$ cat src/rtl/fetch_stage.sv
// rtl/fetch_stage.sv - instruction fetch stage: PC, memory controls, IF/ID register, program load
// Optional FETCH_PERF_COUNTER_EN adds fetchCount/stallCount outputs.
module fetch_stage #(
  parameter int WIDTH = 32,
  parameter int ADDR_BITS = 4,
  parameter logic [ADDR_BITS-1:0] RESET_PC = '0,
  parameter logic [WIDTH-1:0] HALT_WORD = 32'hFFFFFFFF
) (
  input  logic                 clk,
  input  logic                 rst_n,
  input  logic                 start,
  input  logic                 loadMode,
  input  logic                 loadValid,
  input  logic [ADDR_BITS-1:0] loadAddress,
  input  logic [WIDTH-1:0]     loadData,
  input  logic                 stall,
  input  logic                 flush,
  input  logic                 branchTaken,
  input  logic [ADDR_BITS-1:0] branchTarget,
  output logic [WIDTH-1:0]     instructionAddress,
  output logic                 writeEnable,
  output logic                 fetchEnable,
  output logic [WIDTH-1:0]     instructionInput,
  input  logic [WIDTH-1:0]     instructionOutput,
  output logic [WIDTH-1:0]     ifIdInstruction,
  output logic [ADDR_BITS-1:0] ifIdPc,
  output logic                 ifIdValid,
  output logic                 halted
`ifdef FETCH_PERF_COUNTER_EN
  ,
  output logic [31:0]          fetchCount,
  output logic [31:0]          stallCount
`endif
);

  typedef enum logic [1:0] {IDLE, LOAD, RUN, HALT} stateT;

  stateT state, nextState;
  logic [ADDR_BITS-1:0] pc;
  logic startRun, haltHit, redirect, advance;

  always_ff @(posedge clk or negedge rst_n) begin
    if (!rst_n) state <= IDLE;
    else        state <= nextState;
  end

  always_comb begin
    nextState   = state;
    writeEnable = 1'b0;
    fetchEnable = 1'b0;
    startRun    = 1'b0;
    haltHit     = 1'b0;
    redirect    = 1'b0;
    advance     = 1'b0;
    case (state)
      IDLE, HALT: begin
        if (loadMode) begin
          nextState = LOAD;
        end else if (start) begin
          nextState = RUN;
          startRun  = 1'b1;
        end
      end
      LOAD: begin
        writeEnable = loadValid;
        if (!loadMode) nextState = IDLE;
      end
      RUN: begin
        fetchEnable = !stall;
        // A live halt word stops fetch; whatever is being fetched this cycle is wrong-path.
        if (ifIdValid && (instructionOutput == HALT_WORD) && !flush) begin
          haltHit   = 1'b1;
          nextState = HALT;
        end else if (branchTaken) begin
          redirect = 1'b1;
        end else if (!stall) begin
          advance = 1'b1;
        end
      end
      default: nextState = IDLE;
    endcase
  end

  always_ff @(posedge clk or negedge rst_n) begin
    if (!rst_n) begin
      pc        <= RESET_PC;
      ifIdPc    <= '0;
      ifIdValid <= 1'b0;
    end else begin
      if (startRun)      pc <= RESET_PC;
      else if (redirect) pc <= branchTarget;
      else if (advance)  pc <= pc + 1'b1;

      if (advance) ifIdPc <= pc;

      if ((state != RUN) || haltHit || redirect || flush) ifIdValid <= 1'b0;
      else if (advance)                                   ifIdValid <= 1'b1;
    end
  end

`ifdef FETCH_PERF_COUNTER_EN
  always_ff @(posedge clk or negedge rst_n) begin
    if (!rst_n) begin
      fetchCount <= '0;
      stallCount <= '0;
    end else if (startRun) begin
      fetchCount <= '0;
      stallCount <= '0;
    end else begin
      if (advance && !flush && (fetchCount != 32'hFFFFFFFF))
        fetchCount <= fetchCount + 32'd1;
      if ((state == RUN) && stall && (stallCount != 32'hFFFFFFFF))
        stallCount <= stallCount + 32'd1;
    end
  end
`endif

  assign instructionAddress = {{(WIDTH-ADDR_BITS){1'b0}}, (state == LOAD) ? loadAddress : pc};
  assign instructionInput   = loadData;
  assign ifIdInstruction    = instructionOutput;
  assign halted             = (state == HALT);

endmodule

$ cat config.mk
export PLATFORM = sky130hd
export DESIGN_NAME = fetch_stage
export DESIGN_NICKNAME = d
export VERILOG_FILES = /design/src/rtl/fetch_stage.sv
export SDC_FILE = /design/constraint.sdc
export NUM_CORES = 1
export LEC_CHECK = 0
export CORE_MARGIN = 4
export CORE_UTILIZATION = 29
export DETAILED_ROUTE_END_ITERATION = 12
export GPL_TIMING_DRIVEN = 0
export PLACE_DENSITY = 0.87
export SLEW_MARGIN = 20
export SYNTH_ARGS = -nofsm -noshare
export SYNTH_HDL_FRONTEND = slang
export SYNTH_SLANG_ARGS = --single-unit
export TNS_END_PERCENT = 30
$ cat constraint.sdc
create_clock -name clk -period 3.2 [get_ports clk]
set_clock_uncertainty 0.15 [all_clocks]
set_input_delay 0.96 -clock clk [delete_from_list [all_inputs] [get_ports clk]]
set_output_delay 0.96 -clock clk [all_outputs]
set_load 0.01 [all_outputs]
; Word level (Yosys, flattened, before mapping)
; Index checks and enable logic that the tools add are counted.
[word_totals]
regBits = 11
inputBits = 80
out_inout_bits = 104
elab_cells = 50
[classes]
n_addsub = 1
n_eq_ne = 8
muxes = 25
reduce_logical = 12
[op_table]
columns = op, count
row1 = $eq A32 B32 Y1 const B, 1
row2 = $mux W1, 16
row3 = $mux W4, 4
row4 = $mux W2, 4
row5 = $ne A2 B2 Y1 const B, 3
row6 = $pmux W2 S3, 1
row7 = $add A4 B1 Y4 const B, 1
row8 = $eq A2 B2 Y1 const B, 2
row9 = $logic_or A1 B1 Y1, 3
row10 = $ne A3 B3 Y1 const B, 1
row11 = $reduce_and A3 Y1, 1
row12 = $reduce_bool A3 Y1, 1
row13 = $eq A2 B1 Y1 const B, 1
row14 = $logic_and A1 B1 Y1, 2
row15 = $logic_not A1 Y1, 2
row16 = $logic_not A2 Y1, 1
row17 = $reduce_bool A2 Y1, 1
row18 = $reduce_or A2 Y1, 1

; Logic depth before layout (Yosys ltp)
[depth]
ltp_word = 9
ltp_mapped = 8
depth_no_buf = 7

; Worst setup path before layout
; Ideal clock, no wire load.
[synth_timing]
path_kind = input to register
from = input port flush
to = register ifIdPc[0]
setup_ns = 0.125
t_arrival_ns = 2.073
t_required_ns = 2.925
setup_slack_ns = 0.852
stages = 5
path_cell_list = nand4b_4 -> nor4_4 -> a31oi_4 -> nand2_4 -> mux2_4
[synth_via]
elab_chain_len = 4
[synth_rtl]
columns = element, line
row1 = "start, declared", 17  ; input logic flush,
row2 = $logic_not A1 Y1, 71  ; if (ifIdValid && (instructionOutput == HALT_WORD) && !flush) begin
row3 = $logic_and A1 B1 Y1, 71
row4 = $mux W1, 71
row5 = $mux W1, 55  ; case (state)
row6 = "end signal, assigned", 94  ; if (advance) ifIdPc <= pc;
row7 = "end, declared", 26  ; output logic [ADDR_BITS-1:0] ifIdPc,
; Every way passes these cells.
; A chain may end at the register's enable or synchronous reset.

; Worst setup path after layout
[layout_timing]
from = input port instructionOutput[12]
to = output port ifIdInstruction[12]
[layout_lines]
columns = element, line
row1 = "start, declared", 24  ; input logic [WIDTH-1:0] instructionOutput,
row2 = "end, declared", 25  ; output logic [WIDTH-1:0] ifIdInstruction,
; No word-level cell between the ends.

==> key figures <==
Synthesis
  • Area leader, netlist: buf_4
  • Yosys warns: 0
  • Most frequent cell after synthesis: buf_4
  • Syn avg cell area: just under 9 um2
  • Synthesized netlist cell count: around 180
  • Top cells by area, synth: buf_4 45%, dfrtp_1 18%, mux2_4 3.9%
  • Synthesized area: about 1500 um2
  • Ys flop type: dfrtp_1
  • #FFs+latches synth: 11
  • Yosys cell types: 36
  • Post-synth top cells: 92 x buf_4, 11 x dfrtp_1, 8 x nand2_1
  • Seq/Total Area, Yosys: about 18%
  • Synth top area share: between 40 and 50%
  • Post-synth ARST share: 100%
  • EDFF count, synth: 0

Placement
  • Gp weighted congestion: between 0.8 and 0.9
  • Place WS: -0.0580 ns
  • Placed Cells: ~400
  • Final HPWL DP: around 4700 um
  • Port bufs: around 120

Critical path
  • Most frequent CP cell: clkdlybuf4s50_1
  • Startpoint Class: input port
  • Crit-path cells: clkdlybuf4s50_1 -> buf_4 -> clkdlybuf4s50_1
  • Cell family with most CP delay: buffers and inverters
  • Slowest-stage cell, CP: clkdlybuf4s50_1
  • Arrival time worst endpoint: 2.07 ns
  • Max incr delay on CP: approximately 0.52 ns
  • Worst EP required: around 2.1 ns
  • Buf/Inv on CP: 3
  • Setup Crit Path Kind: in2out
  • Crit Path Max Fanout: 2
  • Worst setup EP type: primary output

GRT
  • Grt ovf: 0
  • M2 GR Usage: about 28%
  • Largest net degree at the start of global routing: 12
  • Met3 Use GR: approximately 3.4%
  • First-pass GRT wire length: roughly 7700 um
  • Vias in the first global route: roughly 1600
  • GRT met1 Usage: 16.4%
  • GR peak layer: met2
  • Initial antenna violation count: 0
  • Gr usage total: 14.9%

Floorplan
  • Die width: between 80 and 90 um
  • Num rows: 26
  • Starting Density: a little under a third
  • Die Y-Extent: a little over 80 um
  • Die area: around 6600 um2
  • I/O pin total: 184
  • Core area: roughly 5000 um2

Worst hold path
  • Hold crit path type: reg2reg

Flow run
  • MaxCap Viol Count: 0

Timing
  • Final worst path period need: approximately 3.2 ns
  • Peak Freq: roughly 0.31 GHz
  • Final TNS setup: 0 ns
  • Final Hold Fails: 0
  • Rel. slew slack: between 60 and 70%
  • Tightest Pin Transition: between 0.5 and 0.6 ns
  • Final setup viols: 0
  • Fin. max-slew vios: 0
  • Worst hold slack: roughly 0.36 ns
  • RSZ-0062 raised after global routing: false
  • Final period utilization: between 90 and 100%
  • Worst setup margin: between 0.02 and 0.025 ns

Power
  • Leakage: 1.55 nW
  • Pwr dens: about 400 nW/um2
  • Peak VDD IR: between 0.00015 and 0.0002 V
  • Tot Pwr: between 1 and 1.5 mW

Clock network
  • Worst skew pair latency: 0.24 ns
  • CTS max path bufs: 2
  • Hold-fix buffers at CTS: 0
  • Setup Buffers After CTS: 0
  • H-Tree Depth: 1
  • # clock sinks: 11
  • Clock-pin slew on the worst setup and hold paths: roughly 0.05 ns
  • TritonCTS Buffers: 3
  • Clock root cell: clkbuf_8
  • Post-CTS Resized: 19
  • CTS tree: yes

Detailed routing
  • DR vias: roughly 1600
  • Post-route antenna net violation count: 0
  • DRC errors left: 0
  • Final WL: 5180 um
  • DRT iter0 DRCs: 48
  • Pre-antenna DRT Iters: 4
  • Via/cell ratio: 4.01
  • WL/cell: 13.0 um

Cells and area
  • P&R area growth vs syn: 91.4%
  • Share of post-route cells with drive strength above 1: roughly two fifths
  • Final-layout fill cell count: between 500 and 600
  • Nets: slightly above 400
  • Diode count: 0
  • Footprint of the multi-input gates: approximately 660 um2
  • FF+latch area: approximately 280 um2
  • Layout Cells excl Fill: 400

Status
  • Status: finished, final reports clean
-- final cells by class --
class                   count  area share (%)
inverters                   3           0.380
multi-input cells          95            22.4
clock buffers               4            1.52
repair buffers            123            39.9
flip-flops and latches     11            9.30
plain buffers              94            23.6
well taps                  70            2.96
-- path summary, 6_finish.rpt --
| path | end | slack [ns] | cells past startpoint | start |
|---|---|---|---|---|
| max | ifIdInstruction[12] | 0.02 | 3 | instructionOutput[12] |
| min | ifIdPc[3] | 0.36 | 1 | ifIdPc[3] |
| max reg2reg | pc[2] | 1.20 | 6 | state[0] |
| min reg2reg | ifIdPc[3] | 0.36 | 1 | ifIdPc[3] |
| max in group asynchronous | ifIdValid | 1.64 | 1 | rst_n |
| min in group asynchronous | ifIdPc[0] | 0.91 | 1 | rst_n |
-- layout by cell type, fill, tap and decap left out, types with 2 or more instances in the layout --
master / Yosys / routed
dlygate4sd2_1: 0 / 9
conb_1: 1 / 28
buf_4: 92 / 113
mux2_2: 4 / 4
ha_1: 4 / 4
and2_1: 3 / 3
a21oi_1: 4 / 4
nor2_1: 5 / 5
nand4_1: 7 / 7
mux2_4: 4 / 4
dfrtp_1: 11 / 11
clkbuf_8: 0 / 3
nand3_1: 2 / 2
clkdlybuf4s50_1: 0 / 88
nor2b_1: 2 / 2
inv_1: 3 / 3
nand2_1: 8 / 8
nand3b_1: 2 / 2
a32o_1: 2 / 2
dlymetal6s2s_1: 0 / 5
o21ai_1: 2 / 2
clkbuf_1: 2 / 3
-- power breakdown --
part	leakage (nW)	switching, mW	internal, mW	total (mW)
Combinational	1.38	0.314	0.454	0.768
Clock	0.0228	0.0546	0.0877	0.142
Sequential	0.143	0.0628	0.197	0.259
Total	1.55	0.432	0.738	1.17
-- per-stage QoR --
| step | cell area [um2] | util [%] |
|---|---|---|
| 2_1_floorplan | 1650 | - |
| 3_3_place_gp | 2970 | 57.7 |
| 3_5_place_dp | 2970 | 57.7 |
| 4_1_cts | 2980 | 57.9 |
| 5_1_grt | 2960 | 57.6 |
| 6_report | 2960 | 57.6 |
-- worst register-to-register path: cells and delay by family, from the launching register on --
kind	cells	cell delay, ns
AOI/OAI and AO/OA	4	0.94
adders and majority gates	1	0.31
DFF	1	0.42
buffers and inverters	1	0.08
-- sequential cells by signal, indices dropped and copies added (netlist names) --
name	flops
ifIdPc	4
ifIdValid	1
pc	4
state	2
-- routing by layer --
metal  vias up  part of all wire (%)  wire (um)
li1        784                     -          -
met1       711                    35       1810
met2       101                    53       2730
met3         7                    11        550
met4         0                   1.7         87
met5         -                     0          0
-- logic make-up (layout without fill, tap and decap cells) --
| logic type | after synthesis | count (layout) | share of synthesized area (%) |
|---|---|---|---|
| adder cells (fa/ha/maj) | 4 | 4 | 3.24 |
| AND/OR/NAND/NOR | 37 | 37 | 16.1 |
| flip-flops | 11 | 11 | 17.8 |
| AO/OA/AOI/OAI | 17 | 17 | 9.30 |
| multiplexers | 9 | 9 | 7.44 |
| buffers and inverters | 97 | 224 | 45.9 |
| other | 1 | 28 | 0.242 |
(Power assumes the default switching activity.)
